===== config.mk =====
export PLATFORM = sky130hd
export DESIGN_NAME = if_id_skid
export DESIGN_NICKNAME = d
export VERILOG_FILES = /design/src/rtl/if_id_skid_pkg.sv /design/src/rtl/if_id_skid_dff.sv /design/src/rtl/if_id_skid.sv
export SDC_FILE = /design/constraint.sdc
export NUM_CORES = 1
export LEC_CHECK = 0
export ABC_AREA = 1
export CAP_MARGIN = 20
export CELL_PAD_IN_SITES_DETAIL_PLACEMENT = 1
export CELL_PAD_IN_SITES_GLOBAL_PLACEMENT = 1
export CORE_ASPECT_RATIO = 0.9
export CORE_MARGIN = 2
export CORE_UTILIZATION = 38
export CTS_CLUSTER_SIZE = 20
export DETAILED_ROUTE_END_ITERATION = 8
export HOLD_SLACK_MARGIN = 0.03
export PLACE_DENSITY_LB_ADDON = 0.1
export SYNTH_ARGS = -nofsm -noshare
export SYNTH_HDL_FRONTEND = slang
export SYNTH_HIERARCHICAL = 1
export SYNTH_SLANG_ARGS = --single-unit
export TNS_END_PERCENT = 5

===== constraint.sdc =====
create_clock -name clk -period 2.6 [get_ports clk]
set_clock_uncertainty 0.1 [all_clocks]
set_input_delay 0.26 -clock clk [delete_from_list [all_inputs] [get_ports clk]]
set_output_delay 0.26 -clock clk [all_outputs]
set_load 0.02 [all_outputs]

===== src/rtl/if_id_skid_pkg.sv =====
// Shared types and constants for the IF/ID boundary: state encoding and the NOP
// instruction presented whenever no entry is held.
package if_id_skid_pkg;

    localparam logic [31:0] INST_NOP = 32'h00000013;

    typedef enum logic [1:0] {
        ST_EMPTY = 2'b00,
        ST_ONE   = 2'b01,
        ST_FULL  = 2'b10
    } skid_state_e;

    function automatic logic [1:0] state_count(input skid_state_e s);
        case (s)
            ST_ONE:  state_count = 2'd1;
            ST_FULL: state_count = 2'd2;
            default: state_count = 2'd0;
        endcase
    endfunction

endpackage


===== src/rtl/if_id_skid_dff.sv =====
// Enabled register with a synchronous set-to-value on rst or clr; rst and clr
// take priority over the load enable.
module dff_en_set #(
    parameter int           W       = 1,
    parameter logic [W-1:0] SET_VAL = '0
) (
    input  logic         clk,
    input  logic         rst_i,
    input  logic         clr_i,
    input  logic         en_i,
    input  logic [W-1:0] d_i,
    output logic [W-1:0] q_o
);

    always_ff @(posedge clk) begin
        if (rst_i || clr_i) begin
            q_o <= SET_VAL;
        end else if (en_i) begin
            q_o <= d_i;
        end
    end

endmodule


===== src/rtl/if_id_skid.sv =====
// IF/ID pipeline boundary with valid/ready handshake, synchronous flush and an
// optional 2-entry skid buffer (registered ready) or a single pass-through entry.
//
//   state    | meaning
//   ---------+-------------------------------------------
//   ST_EMPTY | nothing held, NOP presented to decode
//   ST_ONE   | main entry valid
//   ST_FULL  | main and skid valid, fetch is stalled
module if_id_skid
    import if_id_skid_pkg::*;
#(
    parameter int            AW       = 32,
    parameter int            DW       = 32,
    parameter logic [DW-1:0] NOP_INST = DW'(INST_NOP),
    parameter bit            SKID     = 1'b1
) (
    input  logic          clk,
    input  logic          rst,
    input  logic          flush_i,
    input  logic          in_valid_i,
    output logic          in_ready_o,
    input  logic [AW-1:0] inst_addr_i,
    input  logic [DW-1:0] inst_i,
    output logic          out_valid_o,
    input  logic          out_ready_i,
    output logic [AW-1:0] inst_addr_o,
    output logic [DW-1:0] inst_o,
    output logic [1:0]    count_o
);

    localparam int EW = AW + DW;

    skid_state_e   state_q, state_d;
    logic [1:0]    state_bits_q;
    logic [EW-1:0] main_q, main_d, skid_q, in_entry;
    logic          main_en, skid_en, main_from_skid;
    logic          accept, out_fire;

    assign in_entry = {inst_addr_i, inst_i};
    assign state_q  = skid_state_e'(state_bits_q);

    assign out_valid_o = (state_q != ST_EMPTY);
    // With SKID the ready depends only on the state register, breaking the
    // combinational path from decode back into fetch.
    assign in_ready_o  = SKID ? (state_q != ST_FULL) : (!out_valid_o || out_ready_i);
    assign accept      = in_valid_i && in_ready_o;
    assign out_fire    = out_valid_o && out_ready_i;

    always_comb begin
        state_d        = state_q;
        main_en        = 1'b0;
        skid_en        = 1'b0;
        main_from_skid = 1'b0;
        case (state_q)
            ST_EMPTY: begin
                if (accept) begin
                    state_d = ST_ONE;
                    main_en = 1'b1;
                end
            end
            ST_ONE: begin
                if (accept && out_fire) begin
                    main_en = 1'b1;
                end else if (accept) begin
                    if (SKID) begin
                        state_d = ST_FULL;
                        skid_en = 1'b1;
                    end
                end else if (out_fire) begin
                    state_d = ST_EMPTY;
                end
            end
            ST_FULL: begin
                if (out_fire) begin
                    state_d        = ST_ONE;
                    main_en        = 1'b1;
                    main_from_skid = 1'b1;
                end
            end
            default: state_d = ST_EMPTY;
        endcase
    end

    assign main_d = main_from_skid ? skid_q : in_entry;

    dff_en_set #(.W(2), .SET_VAL(2'(ST_EMPTY))) u_state (
        .clk   (clk),
        .rst_i (rst),
        .clr_i (flush_i),
        .en_i  (1'b1),
        .d_i   (2'(state_d)),
        .q_o   (state_bits_q)
    );

    dff_en_set #(.W(EW), .SET_VAL({{AW{1'b0}}, NOP_INST})) u_main (
        .clk   (clk),
        .rst_i (rst),
        .clr_i (flush_i),
        .en_i  (main_en),
        .d_i   (main_d),
        .q_o   (main_q)
    );

    dff_en_set #(.W(EW), .SET_VAL({{AW{1'b0}}, NOP_INST})) u_skid (
        .clk   (clk),
        .rst_i (rst),
        .clr_i (flush_i),
        .en_i  (skid_en),
        .d_i   (in_entry),
        .q_o   (skid_q)
    );

    // Mask on valid so a decoder that ignores valid still sees a NOP.
    assign inst_addr_o = out_valid_o ? main_q[EW-1:DW] : '0;
    assign inst_o      = out_valid_o ? main_q[DW-1:0]  : NOP_INST;
    assign count_o     = state_count(state_q);

endmodule


Yosys cells after proc, flatten, opt, wreduce, memory -nomap -nowiden
Cells that the tools add are included.
{ "word_totals": {"mem_bits_ro": 0, "wordCells": 34, "latchBits": 0, "output_inout_bits": 68, "input_bits": 69, "ram_bits": 0, "ff_bits": 130, "n_memories": 0} }
{ "op_classes": {"muxes": 17, "div_mod_pow": 0, "shifts": 0, "reduce_logical": 7, "bitwise_logic": 0, "add_sub_neg": 0, "n_mul": 0, "n_lt_le_gt_ge": 0, "n_eq_ne": 7} }
{ "ops": {"columns": ["operator", "n"], "rows": [
  ["two-way mux 32 bit", 2],
  ["two-way mux 64 bit", 1],
  ["two-way mux 2 bit", 5],
  ["!= test 2 bit (second input constant)", 4],
  ["two-way mux 1 bit", 6],
  ["case mux 2 bit (3 select lines)", 1],
  ["case mux 2 bit (2 select lines)", 1],
  ["AND reduction 4 bit", 1],
  ["logical AND 1 bit", 3],
  ["!= test 3 bit (second input constant)", 1],
  ["case mux 1 bit (3 select lines)", 1],
  ["equality test 2 x 1 -> 1 bit (second input constant)", 1],
  ["equality test 2 bit (second input constant)", 1],
  ["zero test 2 bit", 1],
  ["nonzero test 2 bit", 1],
  ["logical OR 1 bit", 1]
]} }

Logic depth before layout (Yosys ltp)
Gate-level depths: netlist of run 1.
{ "logic_depth": {"word_depth": 6, "depth_mapped": 10, "ltp_nobuf": 8} }

Hierarchy
Netlist of run 1, hierarchy kept.
{ "by_module_without_submodules": {"columns": ["mod", "cells_each", "area_per_inst_um2", "instances", "seq_area_each_um2"], "rows": [
  ["dff_en_set at u_main ...", 400, 2643.8, 2, 1281.2],
  ["if_id_skid", 369, 1564.0, 1, 0.0],
  ["dff_en_set at u_state", 13, 88.8, 1, 40.0]
]} }

Worst setup path before layout of run 1
OpenSTA, ideal clock, no wires.
{ "synth_timing": {"path_kind": "flip-flop to flip-flop", "from": "register u_state.q_o[0]", "to": "register u_main.q_o[25]", "setup_slack_ns": 1.050, "arrival_time_ns": 1.337, "path_buffers": 4, "stages_incl_launch_ff": 10, "t_required_ns": 2.387, "setup_time_ns": 0.113, "period_less_slack_ns": 1.550, "cell_sequence": "dfxtp_1 -> inv_1 -> nand3_2 -> buf_2 -> nand2_1 -> buf_4 -> buf_6 -> buf_6 -> nor2_1 -> nor2_1"} }
{ "synth_between": {"elab_chain_cells": 5, "elab_cells_between_ends": 14, "classes_between": "3 x eq/ne; 6 x mux; 5 x reduce/logical"} }
{ "synth_lines": {"columns": ["element", "line", "text"], "rows": [
  ["start, declared", "if_id_skid_dff.sv:12", "output logic [W-1:0] q_o"],
  ["start signal, assigned", "if_id_skid_dff.sv:19", "q_o <= d_i;"],
  ["!= test 2 bit or nonzero test 2 bit (tied branches)", "if_id_skid.sv:45, if_id_skid.sv:42", null],
  ["logical AND 1 bit (on tied branches)", "if_id_skid.sv:46, if_id_skid.sv:47", null],
  ["logical AND 1 bit", "if_id_skid.sv:62", "if (accept && out_fire) begin"],
  ["two-way mux 1 bit", "if_id_skid.sv:62", null],
  ["case mux 1 bit (3 select lines) *", "if_id_skid.sv:54", "case (state_q)"],
  ["named net main_en", "if_id_skid.sv:36", "logic main_en, skid_en, main_from_skid;"],
  ["end signal, assigned", "if_id_skid_dff.sv:19", null],
  ["end, declared", "if_id_skid_dff.sv:12", null]
]} }
Mark *: on every way through the listed nets, which the timed path passes. The rest lies on a longest branch.
A chain may end at the register's enable or synchronous reset.

Worst setup path after layout of run 1
{ "layout_timing": {"from": "register u_state.q_o[0]", "to": "output inst_o[1]"} }
{ "layout_between": {"elab_chain_cells": 2} }
{ "layout_lines": {"columns": ["element", "line", "text"], "rows": [
  ["nonzero test 2 bit", "if_id_skid.sv:42", "assign out_valid_o = (state_q != ST_EMPTY);"],
  ["two-way mux 32 bit", "if_id_skid.sv:115", "assign inst_o = out_valid_o ? main_q[DW-1:0] : NOP_INST;"],
  ["end, declared", "if_id_skid.sv:27", "output logic [DW-1:0] inst_o,"]
]} }
No other way between the ends.

==> flow_summary_export.csv, run 1 <==
group,metric,value,unit
critical_path,cp-start-kind,"flop",
power_and_ir_drop,comb_power_share,0.124,
critical_path,worstPathCellList,"nor2_4, buf_12, or2_2, clkdlybuf4s50_1",
logic_synthesis,ys_types,17,
logic_synthesis,syn_inst,1182,
job,maxCapViolCount,0,
drt,viasPerCell,4.41,
critical_path,r2r_setup_slack,0.63,ns
logic_synthesis,synth_area,0.00694,sq mm
power_and_ir_drop,powerDensity,610,mW/mm^2
logic_synthesis,synthSimpleGateAreaFrac,0.448,
placement,placement.cell_area,0.00838,sq mm
critical_path,max_stage_delay,0.53,ns
sta,slew_headroom,0.650,
placement,io_buffers,136,
power_and_ir_drop,irDropWorstVdd,448,uV
clock_tree,cts_tree,"built",
floorplanning,coreArea,0.0178,sq mm
power_and_ir_drop,swShare,0.239,
cells_and_area,final_util,0.509,
power_and_ir_drop,power.internal,4.21,mW
clock_tree,h-tree-depth,4,
critical_path,cp_max_fo,47,
floorplanning,rows,46,
global_routing,grt_max_degree,57,
critical_path,cp-end-kind,"output pin",
clock_tree,clockBufferDepth,2,
cells_and_area,diodes,0,
sta,timing.final.crit_share,0.916,
global_routing,antenna_found_initial,2,
logic_synthesis,synth_xor_xnor_area_share,0,
floorplanning,io_pins,137,
critical_path,rr_worst_depth,9,
floorplanning,dieArea,0.0194,sq mm
worst_hold_path,hold_path_class,"primary input to flop",
logic_synthesis,post-synth-top-area-cell,"dfxtp_1",
sta,drv_slew,0,
logic_synthesis,synth_compound_area_frac,0.000721,
logic_synthesis,synth_top_family_by_area,"simple AND/OR/NAND/NOR gates",
logic_synthesis,syn_area_per_cell,5.87,sq um
global_routing,grt_use_total,0.206,
logic_synthesis,yosys-top-cells-area,"dfxtp_1 (37%), nand2_1 (21%), nor2_1 (17%), inv_1 (10%), nand3_1 (5.1%)",
critical_path,worst_ep_arrival_time,2.02,ns
clock_tree,cts-root-buf,"clkbuf_16",
drt,drc,0,
drt,wl_per_cell,12.6,microns
cells_and_area,fillers,2427,
floorplanning,initial_utilization,0.390,
clock_tree,cts.sinks,130,
power_and_ir_drop,p_switching,1.32,mW
global_routing,grt_overflow,0,
cells_and_area,layout_commonest_cell,"nand2_1",
critical_path,crit_slowest_cell,"clkdlybuf4s50_1",
logic_synthesis,yosys.area.top_type_share,0.375,
power_and_ir_drop,p_leak,4.20,nW
sta,max_freq,0.420,GHz
floorplanning,fp.dieW,146,microns
global_routing,grt_pass1_wl,32.5,mm
cells_and_area,area_growth_syn_to_layout,30.4,%
cells_and_area,final_cells,1545,
run_status,outcome,"complete, no violations",
power_and_ir_drop,share_seq_of_total_power,0.377,
drt,postRouteAntennaNets,0,
logic_synthesis,yosysWarnings,6,
sta,worstMarginPinSlew,0.525,ns
global_routing,grt_pass1_vias,6595,
cells_and_area,final_cell_mix,"nand2_1 (394), nor2_1 (310), inv_1 (193), clkdlybuf4s50_1 (135), dfxtp_1 (130)",
drt,dr.pass1.iters,4,
clock_tree,hold_buffers,0,
worst_hold_path,min_path_cells,7,
sta,grt_setup_unrepaired,"false",
placement,gp_congestion,0.749,
cells_and_area,finish.instance_area,0.00905,sq mm
placement,dp.cells,1513,
sta,min_period,2.38,ns
clock_tree,cts_resized,0,
sta,hold_viol_final,0,
drt,finalWirelength,19.4,mm
drt,drtIter0Drc,277,
clock_tree,clkLatencyLatePin,0.42,ns
power_and_ir_drop,clock_power_share,0.499,
logic_synthesis,ys_seq_elements,130,
power_and_ir_drop,total_power,5.53,mW
cells_and_area,layout-drive-gt1-share,0.0498,
critical_path,cp_data_required_time,2.24,ns
logic_synthesis,synth-adder-area-share,0,
cells_and_area,final_nets,1361,
floorplanning,fp.dieH,132,microns
placement,dp_hpwl,12.5,mm
logic_synthesis,synth_seq_area_share,0.375,
critical_path,criticalPathCategory,"flop to output pin",
clock_tree,clkTransAtPathRegs,0.06,ns
clock_tree,cts_buffers,17,
sta,setup_viol,0,
logic_synthesis,synth.area.mux_share,0,
clock_tree,postCtsSetupBuffers,0,
sta,tns,0,ns
drt,num_vias,6814,
[layout make-up]
type | instances | area (sq um) | share of cell area
multi-input combinational | 793 | 3150 | 0.348
tap | 240 | 300 | 0.0332
clock inverter | 10 | 203 | 0.0224
inverter | 194 | 728 | 0.0804
sequential | 130 | 2600 | 0.287
timing repair buffer | 156 | 1590 | 0.176
clock buffer | 22 | 474 | 0.0524
[kinds of logic (layout without fill, tap and decap cells)]
group,after synthesis,count (layout)
AND/OR/NAND/NOR,788,788
buffers and inverters,262,382
flip-flops,130,130
other,1,4
AO/OA/AOI/OAI,1,1
[power by group through the flow]
stage,sequential [mW],combinational [mW],clock [mW]
final,2.08,0.685,2.76
after detailed placement,2.13,0.688,0
after floorplan,2.12,0.442,0
after CTS,2.08,0.695,2.81
after global routing,2.09,0.777,2.90
after global placement,2.13,0.677,0
[metrics by stage]
step	hold slack (ns)	worst slack (ns)
2_1_floorplan	0.286	1.05
3_3_place_gp	0.341	0.642
3_5_place_dp	0.347	0.599
4_1_cts	0.290	0.170
5_1_grt	0.344	0.0956
6_report	0.310	0.220
[cell usage after synthesis (all sizes together)]
| cell | number |
|---|---|
| buf | 62 |
| clkbuf | 6 |
| conb | 1 |
| dfxtp | 130 |
| inv | 194 |
| nand2 | 395 |
| nand3 | 72 |
| nor2 | 318 |
| o21ai | 1 |
| or2 | 3 |
[final timing paths]
kind | start | to
min | out_ready_i | u_main/q_o[35]$_SDFFE_PP0P_
max | u_state/q_o[0]$_SDFFE_PP0P_ | inst_o[1]
max reg2reg | u_state/q_o[1]$_SDFFE_PP0P_ | u_main/q_o[49]$_SDFFE_PP0P_
min reg2reg | u_main/q_o[4]$_SDFFE_PP1P_ | u_main/q_o[4]$_SDFFE_PP1P_
[layer usage]
metal  part of all wire  track usage  vias up  wire (microns)
met5            0.00067            0        -              13
met4             0.0094       0.0518        2             183
met3              0.046       0.0467       14             890
met2               0.48        0.351      109            9220
met1               0.47        0.264     3087            9090
li1                   -            -     3602               -
[sequential cells by signal, summed over array words and instances (netlist names)]
register	cells
u_state/q_o	2
u_skid/q_o	64
u_main/q_o	64
[worst max-delay path: cells and delay by family (launching register included)]
family | cells | cell delay [ns]
buf+inv | 2 | 0.73
flops | 1 | 0.51
simple gates | 2 | 0.35
(Power assumes the default switching activity.)
==> run 2, diff against run 1 <==
--- a/config.mk
+++ b/config.mk
@@ -6,6 +6,7 @@
 export NUM_CORES = 1
 export LEC_CHECK = 0
 export ABC_AREA = 1
+export ABC_CLOCK_PERIOD_IN_PS = 2600
 export CAP_MARGIN = 20
 export CELL_PAD_IN_SITES_DETAIL_PLACEMENT = 1
 export CELL_PAD_IN_SITES_GLOBAL_PLACEMENT = 1
==> results of run 2 <==
The final DEF is identical to that of run 1; final timing and power are the same.
==> run 3, diff against run 2 <==
--- a/config.mk
+++ b/config.mk
@@ -7,10 +7,9 @@
 export LEC_CHECK = 0
 export ABC_AREA = 1
 export ABC_CLOCK_PERIOD_IN_PS = 2600
-export CAP_MARGIN = 20
+export CAP_MARGIN = 0
 export CELL_PAD_IN_SITES_DETAIL_PLACEMENT = 1
 export CELL_PAD_IN_SITES_GLOBAL_PLACEMENT = 1
-export CORE_ASPECT_RATIO = 0.9
 export CORE_MARGIN = 2
 export CORE_UTILIZATION = 38
 export CTS_CLUSTER_SIZE = 20
==> run 3 against run 2 <==
Effect of this change: total power fell by 3.6%; highest routed layer unchanged; worst hold slack improved by 0.0023 ns; register-to-register slack got worse by 0.18 ns; first-iteration DRC count fell by 23%; clock-buffer cell count did not move; final cell count fell by 0.52%; utilization fell by 0.65 points; largest cell class unchanged.
==> flow_summary_export.csv, run 3 (synthesis results as in run 1) <==
group,metric,value,unit
floorplanning,rows,49,
sta,timing.final.crit_share,0.942,
cells_and_area,final_cell_mix,"nand2_1 (394), nor2_1 (310), inv_1 (193), clkdlybuf4s50_1 (135), dfxtp_1 (129)",
sta,hold_slack,0.312,ns
sta,setup_viol,0,
clock_tree,clockBufferDepth,2,
floorplanning,coreArea,0.0180,sq mm
floorplanning,fp.dieW,139,microns
job,maxCapViolCount,0,
clock_tree,h-tree-depth,4,
global_routing,grt_pass1_wl,32.1,mm
worst_hold_path,holdCritStartpoint,"out_ready_i",
drt,finalWirelength,19.1,mm
cells_and_area,layout_commonest_cell,"nand2_1",
cells_and_area,area_growth_syn_to_layout,30.1,%
clock_tree,cts-root-buf,"clkbuf_16",
sta,worstMarginPinSlew,0.606,ns
clock_tree,cts_tree,"built",
cells_and_area,reg.largest.list,"u_main/q_o: 64 flops, u_skid/q_o: 64 flops, u_state/q_o: 2 flops",
placement,gp_congestion,0.771,
cells_and_area,finish.instance_area,0.00903,sq mm
power_and_ir_drop,p_leak,4.19,nW
sta,max_freq,0.408,GHz
sta,grt_setup_unrepaired,"false",
critical_path,worst_ep_arrival_time,2.09,ns
cells_and_area,layout-drive-gt1-share,0.0528,
clock_tree,cts.sinks,130,
placement,io_buffers,136,
global_routing,grt_pass1_vias,6663,
sta,tns,0,ns
power_and_ir_drop,powerDensity,590,mW/mm^2
global_routing,global_route.usage.met1,0.245,
placement,dp_hpwl,12.3,mm
run_status,outcome,"complete, no violations",
clock_tree,clkTransAtPathRegs,0.06,ns
global_routing,grt_max_degree,65,
floorplanning,initial_utilization,0.386,
drt,drtIter0Drc,212,
clock_tree,clkLatencyLatePin,0.41,ns
critical_path,r2r_setup_slack,0.45,ns
global_routing,globalRouteMet3Util,0.0380,
drt,num_vias,6779,
critical_path,r2r_start,"u_state/q_o[1]$_SDFFE_PP0P_",
drt,dr.pass1.iters,4,
critical_path,criticalPathCategory,"flop to output pin",
sta,slew_headroom,0.596,
sta,drv_slew,0,
drt,postRouteAntennaNets,0,
placement,placement.cell_area,0.00837,sq mm
drt,drc,0,
sta,hold_viol_final,0,
worst_hold_path,hold_path_class,"primary input to flop",
sta,min_period,2.45,ns
drt,wl_per_cell,12.4,microns
cells_and_area,final_util,0.502,
global_routing,grt_use_total,0.203,
floorplanning,fp.dieH,139,microns
clock_tree,hold_buffers,0,
placement,dp.cells,1501,
drt,viasPerCell,4.41,
power_and_ir_drop,irDropWorstVdd,451,uV
floorplanning,dieArea,0.0194,sq mm
critical_path,cp_max_fo,8,
global_routing,antenna_found_initial,2,
critical_path,cp-end-kind,"output pin",
floorplanning,io_pins,137,
critical_path,cp-start-kind,"flop",
clock_tree,cts_buffers,17,
global_routing,top_usage_layer,"met2",
cells_and_area,final_cells,1537,
critical_path,cp_data_required_time,2.24,ns
cells_and_area,final_nets,1364,
cells_and_area,diodes,0,
global_routing,grt_use_met2,0.367,
global_routing,grt_overflow,0,
critical_path,crit_path_start,"u_state/q_o[1]$_SDFFE_PP0P_",
## run 3: changes by cell type in the layout (fill, tap and decap cells not counted)
cell        before  now
buf_4           13   14
nor2_2           3    4
dfxtp_1        130  129
clkinv_2         3    4
dfxtp_2          0    1
bufinv_16        6    4
buf_12           7    8
clkinvlp_4       1    2
## run 3: worst max-delay path, cell delays in order (launching register included)
cell,delay [ns]
dfxtp_1,0.56
nor2_4,0.11
buf_4,0.19
nor2_1,0.17
clkdlybuf4s50_1,0.64
## run 3: layer usage
layer  vias to the layer above  part of all wire
met2                        98              0.50
met1                      3053              0.46
met3                        13             0.028
met4                         2            0.0084
li1                       3613                 -
met5                         -           0.00058
## run 3: path summary, 6_finish.rpt
| kind | endpoint | cells past startpoint |
|---|---|---|
| max | inst_o[8] | 4 |
| max reg2reg | u_main/q_o[39]$_SDFFE_PP0P_ | 6 |
| min | u_main/q_o[1]$_SDFFE_PP1P_ | 5 |
| min reg2reg | u_skid/q_o[1]$_SDFFE_PP1P_ | 2 |
## run 3: final cells by class
class                           instances  area (sq um)
Fill cell                            2470          8940
Multi-Input combinational cell        794          3160
Sequential cell                       130          2600
Timing Repair Buffer                  158          1620
Inverter                              194           728
Clock buffer                           22           474
Tap cell                              229           287
Clock inverter                         10           155
## run 3: power by group
part,total [mW],switching (mW),internal [mW]
registers,2.08,0.0324,2.05
clock network,2.56,0.881,1.67
logic,0.688,0.395,0.293
total,5.33,1.31,4.02
## run 3: what timing repair did
item,CTS,global route
setup endpoints to repair,42,39
cloned,1,0
buffers inserted,0,3
pin swaps,1,1
resized for setup,0,1
## run 3: per-stage QoR
stage / worst slack (ns) / total power [mW]
floorplan: 1.05 / 2.56
CTS: 0.0303 / 5.39
global route: 0.0425 / 5.58
detailed placement: 0.350 / 2.81
global placement: 0.421 / 2.80
finish: 0.151 / 5.33
